### src/rtl/gate3_exerciser.sv
// Built-in exerciser for a 3-input gate cell: walks A,B,C through all 8 vectors and scores Y.
// Optional first-failure capture is enabled by defining GATE3_FIRST_FAIL_EN.
module gate3_exerciser #(
  parameter int SETTLE_CYCLES = 2,
  parameter int GATE_FUNC     = 0,
  parameter int ERR_W         = 4
) (
  input  logic             clk,
  input  logic             rst_n,
  input  logic             start,
  output logic             A,
  output logic             B,
  output logic             C,
  input  logic             Y,
  output logic             busy,
  output logic             done,
  output logic             pass,
  output logic [ERR_W-1:0] err_cnt,
  output logic [2:0]       vec_idx
`ifdef GATE3_FIRST_FAIL_EN
  ,
  output logic             first_fail_vld,
  output logic [2:0]       first_fail_idx
`endif
);

  localparam int CNT_W = (SETTLE_CYCLES > 1) ? $clog2(SETTLE_CYCLES) : 1;
  localparam logic [CNT_W-1:0] CNT_LAST = CNT_W'(SETTLE_CYCLES - 1);
  localparam logic [ERR_W-1:0] ERR_MAX  = '1;

  typedef enum logic [1:0] {
    IDLE   = 2'd0,
    SETTLE = 2'd1,
    CHECK  = 2'd2,
    DONE   = 2'd3
  } state_t;

  state_t           state, state_next;
  logic [CNT_W-1:0] cnt;
  logic             mismatch;
  logic [ERR_W-1:0] err_next;

  // Codes 6 and 7 fall through to AND.
  function automatic logic expected_y(input logic a, input logic b, input logic c);
    case (GATE_FUNC)
      1:       return a | b | c;
      2:       return ~(a & b & c);
      3:       return ~(a | b | c);
      4:       return a ^ b ^ c;
      5:       return ~(a ^ b ^ c);
      default: return a & b & c;
    endcase
  endfunction

  assign mismatch = (state == CHECK) && (Y != expected_y(A, B, C));
  assign err_next = (mismatch && (err_cnt != ERR_MAX)) ? err_cnt + ERR_W'(1) : err_cnt;

  always_ff @(posedge clk or negedge rst_n) begin
    if (!rst_n) state <= IDLE;
    else        state <= state_next;
  end

  always_comb begin
    state_next = state;
    busy       = 1'b0;
    done       = 1'b0;
    case (state)
      IDLE:   if (start) state_next = SETTLE;
      SETTLE: begin
        busy = 1'b1;
        if (cnt == CNT_LAST) state_next = CHECK;
      end
      CHECK:  begin
        busy       = 1'b1;
        state_next = (vec_idx == 3'd7) ? DONE : SETTLE;
      end
      DONE:   begin
        done       = 1'b1;
        state_next = IDLE;
      end
      default: state_next = IDLE;
    endcase
  end

  // pass is taken from err_next so the vector-7 result is included.
  always_ff @(posedge clk or negedge rst_n) begin
    if (!rst_n) begin
      cnt            <= '0;
      vec_idx        <= '0;
      {A, B, C}      <= 3'b000;
      err_cnt        <= '0;
      pass           <= 1'b0;
`ifdef GATE3_FIRST_FAIL_EN
      first_fail_vld <= 1'b0;
      first_fail_idx <= '0;
`endif
    end else begin
      case (state)
        IDLE: begin
          if (start) begin
            cnt            <= '0;
            vec_idx        <= '0;
            {A, B, C}      <= 3'b000;
            err_cnt        <= '0;
            pass           <= 1'b0;
`ifdef GATE3_FIRST_FAIL_EN
            first_fail_vld <= 1'b0;
            first_fail_idx <= '0;
`endif
          end
        end
        SETTLE: cnt <= cnt + CNT_W'(1);
        CHECK: begin
          err_cnt <= err_next;
`ifdef GATE3_FIRST_FAIL_EN
          if (mismatch && !first_fail_vld) begin
            first_fail_vld <= 1'b1;
            first_fail_idx <= vec_idx;
          end
`endif
          if (vec_idx != 3'd7) begin
            vec_idx   <= vec_idx + 3'd1;
            {A, B, C} <= vec_idx + 3'd1;
            cnt       <= '0;
          end else begin
            pass <= (err_next == '0);
          end
        end
        default: ;
      endcase
    end
  end

endmodule

### config.mk
export PLATFORM = sky130hd
export DESIGN_NAME = gate3_exerciser
export DESIGN_NICKNAME = d
export VERILOG_FILES = /design/src/rtl/gate3_exerciser.sv
export SDC_FILE = /design/constraint.sdc
export NUM_CORES = 1
export LEC_CHECK = 0
export BUFFER_PORTS_ARGS = -buffer_cell sky130_fd_sc_hd__buf_2
export CAP_MARGIN = 20
export CORE_ASPECT_RATIO = 0.7
export CORE_MARGIN = 5
export CORE_UTILIZATION = 40
export DETAILED_ROUTE_END_ITERATION = 10
export SLEW_MARGIN = 20
export SYNTH_ARGS = -nofsm -noshare
export SYNTH_HDL_FRONTEND = slang
export SYNTH_SLANG_ARGS = --single-unit
### constraint.sdc
create_clock -name clk -period 2.2 [get_ports clk]
set_input_delay 0.22 -clock clk [delete_from_list [all_inputs] [get_ports clk]]
set_output_delay 0.22 -clock clk [all_outputs]
set_load 0.02 [all_outputs]
==> results.sh, run 1 <==
export IMPL_synth_commonest_cells="11 x dfrtp_1, 9 x nand2_1, 8 x ha_1, 7 x nor2_1, 6 x o21ai_0"
export IMPL_ant_nets=0
export IMPL_core_area_mm2=0.001871
export IMPL_regArea_um2=275.3
export IMPL_synth_top_cells_by_area="dfrtp_1 35%, ha_1 13%, a22o_1 5.5%"
export IMPL_startpoint="state[0]"
export IMPL_finalCriticalPeriod_ns=1.916
export IMPL_n_antenna_cell=0
export IMPL_synth_seq_cells=11
export IMPL_num_rows=13
export IMPL_synth_most_common_cell="dfrtp_1"
export IMPL_yosys_area_top_type="dfrtp_1"
export IMPL_drive_gt1_frac=0.3163
export IMPL_fin_tns_setup_ns=0
export IMPL_layout_cells_non_filler=120
export IMPL_post_cts_setup_buffers=0
export IMPL_grt_overflow=0
export IMPL_drt_wl_total_um=1650
export IMPL_wl_per_cell_um=13.75
export IMPL_dp_slack_ns=0.3063
export IMPL_path_clk_slew_ns=0.07
export IMPL_tightest_slew_ns=0.3274
export IMPL_post_place_cells=115
export IMPL_hold_class="in -> async"
export IMPL_routed_via_count=652
export IMPL_max_vdd_ir_drop_mv=0.6982
export IMPL_grtUsageTotal=0.1197
export IMPL_syn_area_per_cell_um2=9.931
export IMPL_htreeDepth=1
export IMPL_grt_pass1_wl_um=2677
export IMPL_ctsHoldBuffers=1
export IMPL_cts_root_buf="clkbuf_4"
export IMPL_power_w=0.001119
export IMPL_fmax_mhz=521.9
export IMPL_drc=0
export IMPL_ioPinCount=17
export IMPL_grt_start_max_net_pins=12
export IMPL_path_class="reg -> reg"
export IMPL_final_setup_skew_ns=0.002863
export IMPL_fill_cells=175
export IMPL_cap_violations=0
export IMPL_start_util=0.4247
export IMPL_synth_warnings=0
export IMPL_die_area_mm2=0.002992
export IMPL_drv_slew=0
export IMPL_max_slew_margin=0.7813
export IMPL_cp_start_kind="flop"
export IMPL_dp_hpwl_um=1290
export IMPL_r2r_start="state[0]"
export IMPL_power_density_mw_per_mm2=1225
export IMPL_avgViaCountPerCell=5.433
export IMPL_fin_nets=111
export IMPL_multi_input_area_um2=471.7
export IMPL_clkSinkCount=11
export IMPL_cts_resized=0
export IMPL_area_growth_pct=14.96
export IMPL_numCtsBuffers=3
export IMPL_cp_max_fo=7
export IMPL_die_h_um=47.29
export IMPL_layout_setup_ws_ns=0.2840
export IMPL_drtIter0Drc=19
export IMPL_synth_ff_type="dfrtp_1"
export IMPL_synth_cells=80
export IMPL_status="completed"
export IMPL_worstPathRequired_ns=2.36
export IMPL_ys_async_sr_fraction=1.000
export IMPL_clock_path_buffers=2
export IMPL_hold_viol_final=0
export IMPL_cts_tree="yes"
export IMPL_cellLeakagePower_nw=0.4818
export IMPL_rsz0062_at_grt="no"
export IMPL_synth_edf_count=0
export IMPL_synth_top_area_share=0.3465
export IMPL_ys_seq_area_frac=0.3465
export IMPL_clkLatencyLatePin_ns=0.27
export IMPL_grt_pass1_vias=569
export IMPL_portBuffers=16
export IMPL_utilization=0.4883
export IMPL_synth_fp_nets=92
export IMPL_dieWidth_um=63.27
export IMPL_gp_congestion=0.7403
export IMPL_finalSetupViolCount=0
export IMPL_synth_cell_area_um2=794.5
export IMPL_synth_cell_types=32
export IMPL_grt_antenna_before_repair=0
export IMPL_endpoint_kind="flop"
export IMPL_cp_arrival_ns=2.08
export IMPL_firstDrtPassIters=4
export IMPL_period_share=0.8709
-- report_power, final --
group | leakage (nW) | internal [W] | switching [W]
registers | 0.147 | 0.000261 | 0.0000791
clock network | 0.0150 | 0.0000702 | 0.0000673
logic | 0.320 | 0.000258 | 0.000383
-- kinds of logic after synthesis --
logic type               synth area share
adder cells (fa/ha/maj)            0.1260
flip-flops                         0.3465
XOR/XNOR                          0.03150
multiplexers                      0.07401
AO/OA/AOI/OAI                      0.1811
AND/OR/NAND/NOR                    0.1811
buffers and inverters             0.05984
-- layout by cell type, fill, tap and decap left out, types with 2 or more instances in the layout --
master    netlist  layout
nor2_1          7       7
a22o_1          5       5
clkbuf_4        0       3
o21ai_0         6       6
nand3_1         3       3
dfrtp_1        11      11
buf_4           3       2
nand2_1         9       9
and2b_1         2       2
mux2_1          2       2
buf_2           0      16
ha_1            8       8
nor2b_1         2       2
inv_1           2       2
-- area by class of cell --
class | instances | area share
Timing Repair Buffer | 19 | 0.1151
Multi-Input combinational cell | 62 | 0.5164
Inverter | 2 | 0.008219
Sequential cell | 11 | 0.3014
Clock buffer | 4 | 0.02877
Tap cell | 22 | 0.03014
-- metrics by stage --
stage / cell area, um^2 / hold WS [ns]
2_1_floorplan: 794.5 / -0.07559
3_3_place_gp: 877.1 / 0.1099
3_5_place_dp: 877.1 / 0.1045
4_1_cts: 913.4 / 0.3476
5_1_grt: 913.4 / 0.3734
6_report: 913.4 / 0.3487
-- worst paths after layout --
path                               to  slack (ns)  depth (start not counted)
max                        err_cnt[3]        0.28                          6
min                        vec_idx[1]        0.35                          2
max reg2reg                err_cnt[3]        0.28                          6
min reg2reg                      pass        0.53                          2
max in group asynchronous  err_cnt[2]        1.64                          2
min in group clk           err_cnt[2]        0.44                          3
-- worst max-delay path, cell delays in order (launching register included) --
cell and delay [ns]:
dfrtp_1 0.42, inv_1 0.13, ha_1 0.32, nand2_1 0.16, nor3_2 0.25, mux2_1 0.34, a22o_1 0.18
-- flip-flops by register name, indices dropped and copies added (netlist names) --
| name | flops |
|---|---|
| C | 1 |
| cnt | 1 |
| err_cnt | 4 |
| pass | 1 |
| state | 2 |
| vec_idx | 2 |
-- per-layer routing --
layer  wire, um  track usage
met1        770       0.1414
met2        736       0.1902
met3        125      0.06699
met4         17      0.03734
met5          0            0
(Power assumes the default switching activity.)
==> run 2, diff against run 1 <==
- CORE_ASPECT_RATIO: 0.7 -> default
- CORE_UTILIZATION: 40 -> 52
- PLACE_DENSITY: default -> 0.77
==> run 2 against run 1 <==
Compared with the run above: global-route usage increased by 2.6 points; largest power group unchanged; final area down 0.82%; total power fell by 0.71%; setup slack improved by 0.10 ns; register-to-register slack gained 0.10 ns; critical path depth unchanged; combinational power fell by 0.9%.
==> results.sh, run 2 (same netlist as run 1, synthesis figures left out) <==
export IMPL_grt_overflow=0
export IMPL_htreeDepth=1
export IMPL_cts_tree="yes"
export IMPL_worstPathRequired_ns=2.35
export IMPL_cpPeakStageDelay_ns=0.41
export IMPL_avgViaCountPerCell=5.447
export IMPL_num_rows=14
export IMPL_cp_cell_sequence="inv_1, ha_1, nand2_1, nor3_2, mux2_1, a22o_1"
export IMPL_top_regs="err_cnt x4, state x2, vec_idx x2"
export IMPL_grt_pass1_wl_um=2746
export IMPL_final_setup_skew_ns=0.001190
export IMPL_portBuffers=16
export IMPL_startpoint="state[0]"
export IMPL_cap_violations=0
export IMPL_max_vdd_ir_drop_mv=0.8066
export IMPL_utilization=0.6156
export IMPL_final_common_cell="buf_2"
export IMPL_die_area_mm2=0.002410
export IMPL_power_w=0.001111
export IMPL_cts_root_buf="clkbuf_4"
export IMPL_ant_nets=0
export IMPL_power_density_mw_per_mm2=1226
export IMPL_clkLatencyLatePin_ns=0.26
export IMPL_n_antenna_cell=0
export IMPL_area_growth_pct=14.02
export IMPL_tightest_slew_ns=0.3453
export IMPL_endpoint_kind="flop"
export IMPL_largest_reg_flops=4
export IMPL_gp_congestion=0.8514
export IMPL_cp_start_kind="flop"
export IMPL_wl_per_cell_um=13.62
export IMPL_hold_class="in -> async"
export IMPL_fin_nets=111
export IMPL_grt_start_max_net_pins=12
export IMPL_drt_wl_total_um=1553
export IMPL_path_clk_slew_ns=0.07
export IMPL_grt_antenna_before_repair=0
export IMPL_ioPinCount=17
export IMPL_firstDrtPassIters=4
export IMPL_finalSetupViolCount=0
export IMPL_drc=0
export IMPL_drtIter0Drc=7
export IMPL_hold_viol_final=0
export IMPL_cp_arrival_ns=1.97
export IMPL_drv_slew=0
export IMPL_max_slew_margin=0.7693
export IMPL_status="completed"
export IMPL_routed_via_count=621
export IMPL_max_flop_register="err_cnt"
export IMPL_start_util=0.5400
export IMPL_hold_ws_ns=0.3530
export IMPL_core_area_mm2=0.001471
export IMPL_dieWidth_um=49.09
export IMPL_finalCriticalPeriod_ns=1.815
export IMPL_die_h_um=49.09
export IMPL_grt_pass1_vias=630
export IMPL_dp_hpwl_um=1215
export IMPL_clkSinkCount=11
export IMPL_fmax_mhz=550.9
export IMPL_cp_max_fo=5
export IMPL_r2r_start="state[0]"
export IMPL_period_share=0.8252
export IMPL_slowest_stage="dfrtp_1"
export IMPL_final_cell_mix="16 x buf_2, 11 x dfrtp_1, 9 x nand2_1, 8 x ha_1, 7 x nor2_1"
export IMPL_numCtsBuffers=3
export IMPL_path_class="reg -> reg"
export IMPL_grtUsageTotal=0.1459
export IMPL_clock_path_buffers=2
export IMPL_cellLeakagePower_nw=0.4818
export IMPL_drive_gt1_frac=0.3163
export IMPL_fin_tns_setup_ns=0
export IMPL_rsz0062_at_grt="no"
## run 2: cell type report
class | instances | area (um^2)
inverter | 2 | 7.507
fill | 140 | 565.5
sequential | 11 | 275.3
multi-input combinational | 62 | 471.7
timing repair buffer | 19 | 105.1
clock buffer | 4 | 26.28
tap | 16 | 20.02
## run 2: power by group
group,total [W],switching [W],leakage (nW),internal (W)
combinational,0.000635,0.000378,0.320,0.000257
clock,0.000136,0.0000660,0.0150,0.0000701
sequential,0.000340,0.0000788,0.147,0.000261
## run 2: metal layers
layer / global-route usage / vias to the layer above / part of all wire
met2: 0.2296 / 12 / 0.47
met4: 0.08520 / 0 / 0.020
met5: 0 / - / 0
met3: 0.03670 / 4 / 0.037
li1: - / 317 / -
met1: 0.1767 / 288 / 0.47
## run 2: critical path: cells and delay by family (launching register included)
kind                       cells  cell delay [ns]
adders and majority gates      1             0.25
muxes                          1             0.35
AOI/OAI and AO/OA              1             0.18
DFF                            1             0.41
and+or+nand+nor                2             0.38
buffers and inverters          1             0.13
## run 2: path summary, 6_finish.rpt
path                       slack (ns)  cells past startpoint         end
max                              0.38                      6  err_cnt[3]
min                              0.35                      2  err_cnt[1]
max reg2reg                      0.38                      6  err_cnt[3]
min reg2reg                      0.52                      1         cnt
max in group asynchronous        1.64                      2  err_cnt[2]
min in group clk                 0.43                      3  err_cnt[2]
## run 2: timing repair
action | 4_1_cts | 5_1_grt
buffers inserted | 0 | 0
hold buffers | 1 | 0
hold endpoints to repair | 11 | 0
gates resized for setup | 0 | 0
## run 2: metrics by stage
stage	worst slack, ns	cells	instance area (um^2)
after floorplan	0.4593	80	794.5
after global placement	0.4697	109	869.6
after detailed placement	0.3995	109	869.6
after CTS	0.3829	114	905.9
after global routing	0.2828	114	905.9
final	0.3846	114	905.9
==> run 3, diff against run 2 <==
- ABC_AREA: default -> 1
- CORE_UTILIZATION: 52 -> 46
- PLACE_DENSITY: 0.77 -> 0.72
- clock period: 2.2 -> 1.6 ns (I/O delays scaled with it)
==> run 3 against run 2 <==
Compared with the run above: sequential cell count unchanged; global-route usage is 1.0 points lower; clock skew increased by 0.0053 ns; critical endpoint is now pass; largest cell class unchanged; largest power group unchanged.
==> results.sh, run 3 <==
export IMPL_status="completed"
export IMPL_routed_via_count=667
export IMPL_cts_tree="yes"
export IMPL_dp_slack_ns=0.05036
export IMPL_path_class="reg -> reg"
export IMPL_grtUsageTotal=0.1359
export IMPL_final_common_cell="nand2_1"
export IMPL_dieWidth_um=50.13
export IMPL_endpoint_kind="flop"
export IMPL_synth_cell_area_um2=740.7
export IMPL_firstDrtPassIters=4
export IMPL_startpoint="err_cnt[0]"
export IMPL_gp_congestion=0.8308
export IMPL_synth_ff_type="dfrtp_1"
export IMPL_synth_top_cells_by_area="dfrtp_1 37%, nand2_1 16%, ha_1 14%"
export IMPL_ys_async_sr_fraction=1.000
export IMPL_post_cts_setup_buffers=0
export IMPL_die_area_mm2=0.002513
export IMPL_worstPathRequired_ns=1.77
export IMPL_period_share=0.9069
export IMPL_grt_start_max_net_pins=12
export IMPL_cts_root_buf="clkbuf_4"
export IMPL_grt_pass1_vias=628
export IMPL_avgViaCountPerCell=4.978
export IMPL_portBuffers=16
export IMPL_synth_top_area_share=0.3716
export IMPL_cellLeakagePower_nw=0.4994
export IMPL_start_util=0.4860
export IMPL_synth_cells=98
export IMPL_drc=0
export IMPL_drive_gt1_frac=0.2288
export IMPL_fin_tns_setup_ns=0
export IMPL_final_setup_skew_ns=0.006501
export IMPL_die_h_um=50.13
export IMPL_path_clk_slew_ns=0.07
export IMPL_reg2regPathDepth=9
export IMPL_grt_antenna_before_repair=0
export IMPL_htreeDepth=1
export IMPL_dp_hpwl_um=1187
export IMPL_grt_pass1_wl_um=2615
export IMPL_hold_ws_ns=0.2817
export IMPL_top_regs="err_cnt x4, state x2, vec_idx x2"
export IMPL_cp_endpoint="pass"
export IMPL_cp_start_kind="flop"
export IMPL_hold_class="in -> async"
export IMPL_clock_path_buffers=2
export IMPL_layout_setup_ws_ns=0.1489
export IMPL_drtIter0Drc=10
export IMPL_ys_seq_area_frac=0.3716
export IMPL_finalCriticalPeriod_ns=1.451
export IMPL_num_rows=14
export IMPL_finalSetupViolCount=0
export IMPL_max_vdd_ir_drop_mv=1.115
export IMPL_rrSetupSlack_ns=0.15
export IMPL_core_area_mm2=0.001524
export IMPL_synth_cell_types=19
export IMPL_drt_wl_total_um=1476
export IMPL_cp_max_fo=5
export IMPL_ioPinCount=17
export IMPL_yosys_area_top_type="dfrtp_1"
export IMPL_cap_violations=0
export IMPL_synth_commonest_cells="31 x nand2_1, 14 x inv_1, 11 x dfrtp_1, 9 x o21ai_0, 8 x ha_1"
export IMPL_grt_overflow=0
export IMPL_area_growth_pct=19.26
export IMPL_timing_rr_end="pass"
export IMPL_largest_reg_flops=4
export IMPL_syn_area_per_cell_um2=7.558
export IMPL_synth_seq_cells=11
export IMPL_synth_most_common_cell="nand2_1"
export IMPL_cp_arrival_ns=1.62
export IMPL_clkSinkCount=11
export IMPL_n_antenna_cell=0
export IMPL_synth_edf_count=0
export IMPL_r2r_start="err_cnt[0]"
export IMPL_power_density_mw_per_mm2=1698
export IMPL_numCtsBuffers=3
export IMPL_max_flop_register="err_cnt"
export IMPL_hold_viol_final=0
export IMPL_rsz0062_at_grt="no"
export IMPL_final_cell_mix="31 x nand2_1, 16 x buf_2, 13 x inv_1, 10 x dfrtp_1, 9 x o21ai_0"
export IMPL_design_area_um2=883.3
export IMPL_ant_nets=0
export IMPL_fmax_mhz=689.2
export IMPL_max_slew_margin=0.8059
export IMPL_fin_nets=131
export IMPL_clkLatencyLatePin_ns=0.27
export IMPL_drv_slew=0
export IMPL_synth_fp_nets=110
export IMPL_wl_per_cell_um=11.01
export IMPL_synth_warnings=0
export IMPL_tightest_slew_ns=0.2881
export IMPL_placed_cell_area_um2=833.3
-- run 3: cell count changes after synthesis, moves of 3 or more --
| cell | delta |
|---|---|
| a22o_1 | -5 |
| inv_1 | +12 |
| nand2_1 | +22 |
| nand3_1 | +3 |
| nor2_1 | -3 |
| o21ai_0 | +3 |
-- run 3: how the worst min path moves through the flow --
stage,from,to,slack [ns],cells after the start
detailed placement,rst_n,vec_idx[2],0.05,1
floorplan,rst_n,C,-0.14,0
global placement,rst_n,vec_idx[2],0.05,1
global route,rst_n,err_cnt[0],0.31,2
CTS,rst_n,state[1],0.29,2
finish,rst_n,pass,0.28,2
-- run 3: cell families after synthesis --
family                   count (synthesis)  synth area share
AND/OR/NAND/NOR                         46            0.2669
buffers and inverters                   18            0.1064
AO/OA/AOI/OAI                           12           0.08276
flip-flops                              11            0.3716
adder cells (fa/ha/maj)                  8            0.1351
XOR/XNOR                                 2           0.02365
multiplexers                             1           0.01351
-- run 3: what timing repair did --
item	CTS	global route
hold buffers	1	0
resized for setup	0	4
hold endpoints to repair	11	0
setup endpoints to repair	0	8
-- run 3: worst max-delay path, stage by stage, from the launching register on --
cell	delay, ns
dfrtp_1	0.43
ha_1	0.25
nand3_1	0.10
nand2_2	0.06
inv_2	0.06
nand3_2	0.10
o21ai_1	0.18
nor2_1	0.06
nand2_1	0.06
nand2_1	0.04
-- run 3: metrics by stage --
stage	utilization	power [W]	std cells
finish	0.5796	0.001500	134
global route	0.5796	0.001659	134
CTS	0.5706	0.001493	134
detailed placement	0.5468	0.001291	129
global placement	0.5468	0.001275	129
floorplan	-	0.001076	98
-- run 3: metal layers --
metal	routed length (um)	global-route usage
met1	663	0.1700
met2	701	0.2050
met3	66	0.02108
met4	44	0.1048
met5	0	0
-- run 3: report_power, final --
part	internal (W)	switching, W	total, W
clock	0.0000967	0.0000955	0.000192
sequential	0.000367	0.000102	0.000469
combinational	0.000301	0.000537	0.000838
total	0.000765	0.000735	0.00150
-- run 3: layout make-up --
cell class	instances	area (um^2)
multi-input combinational	69	399.1
inverter	15	56.30
timing repair buffer	19	105.1
fill	149	640.6
clock buffer	4	26.28
sequential	11	276.5
tap	16	20.02
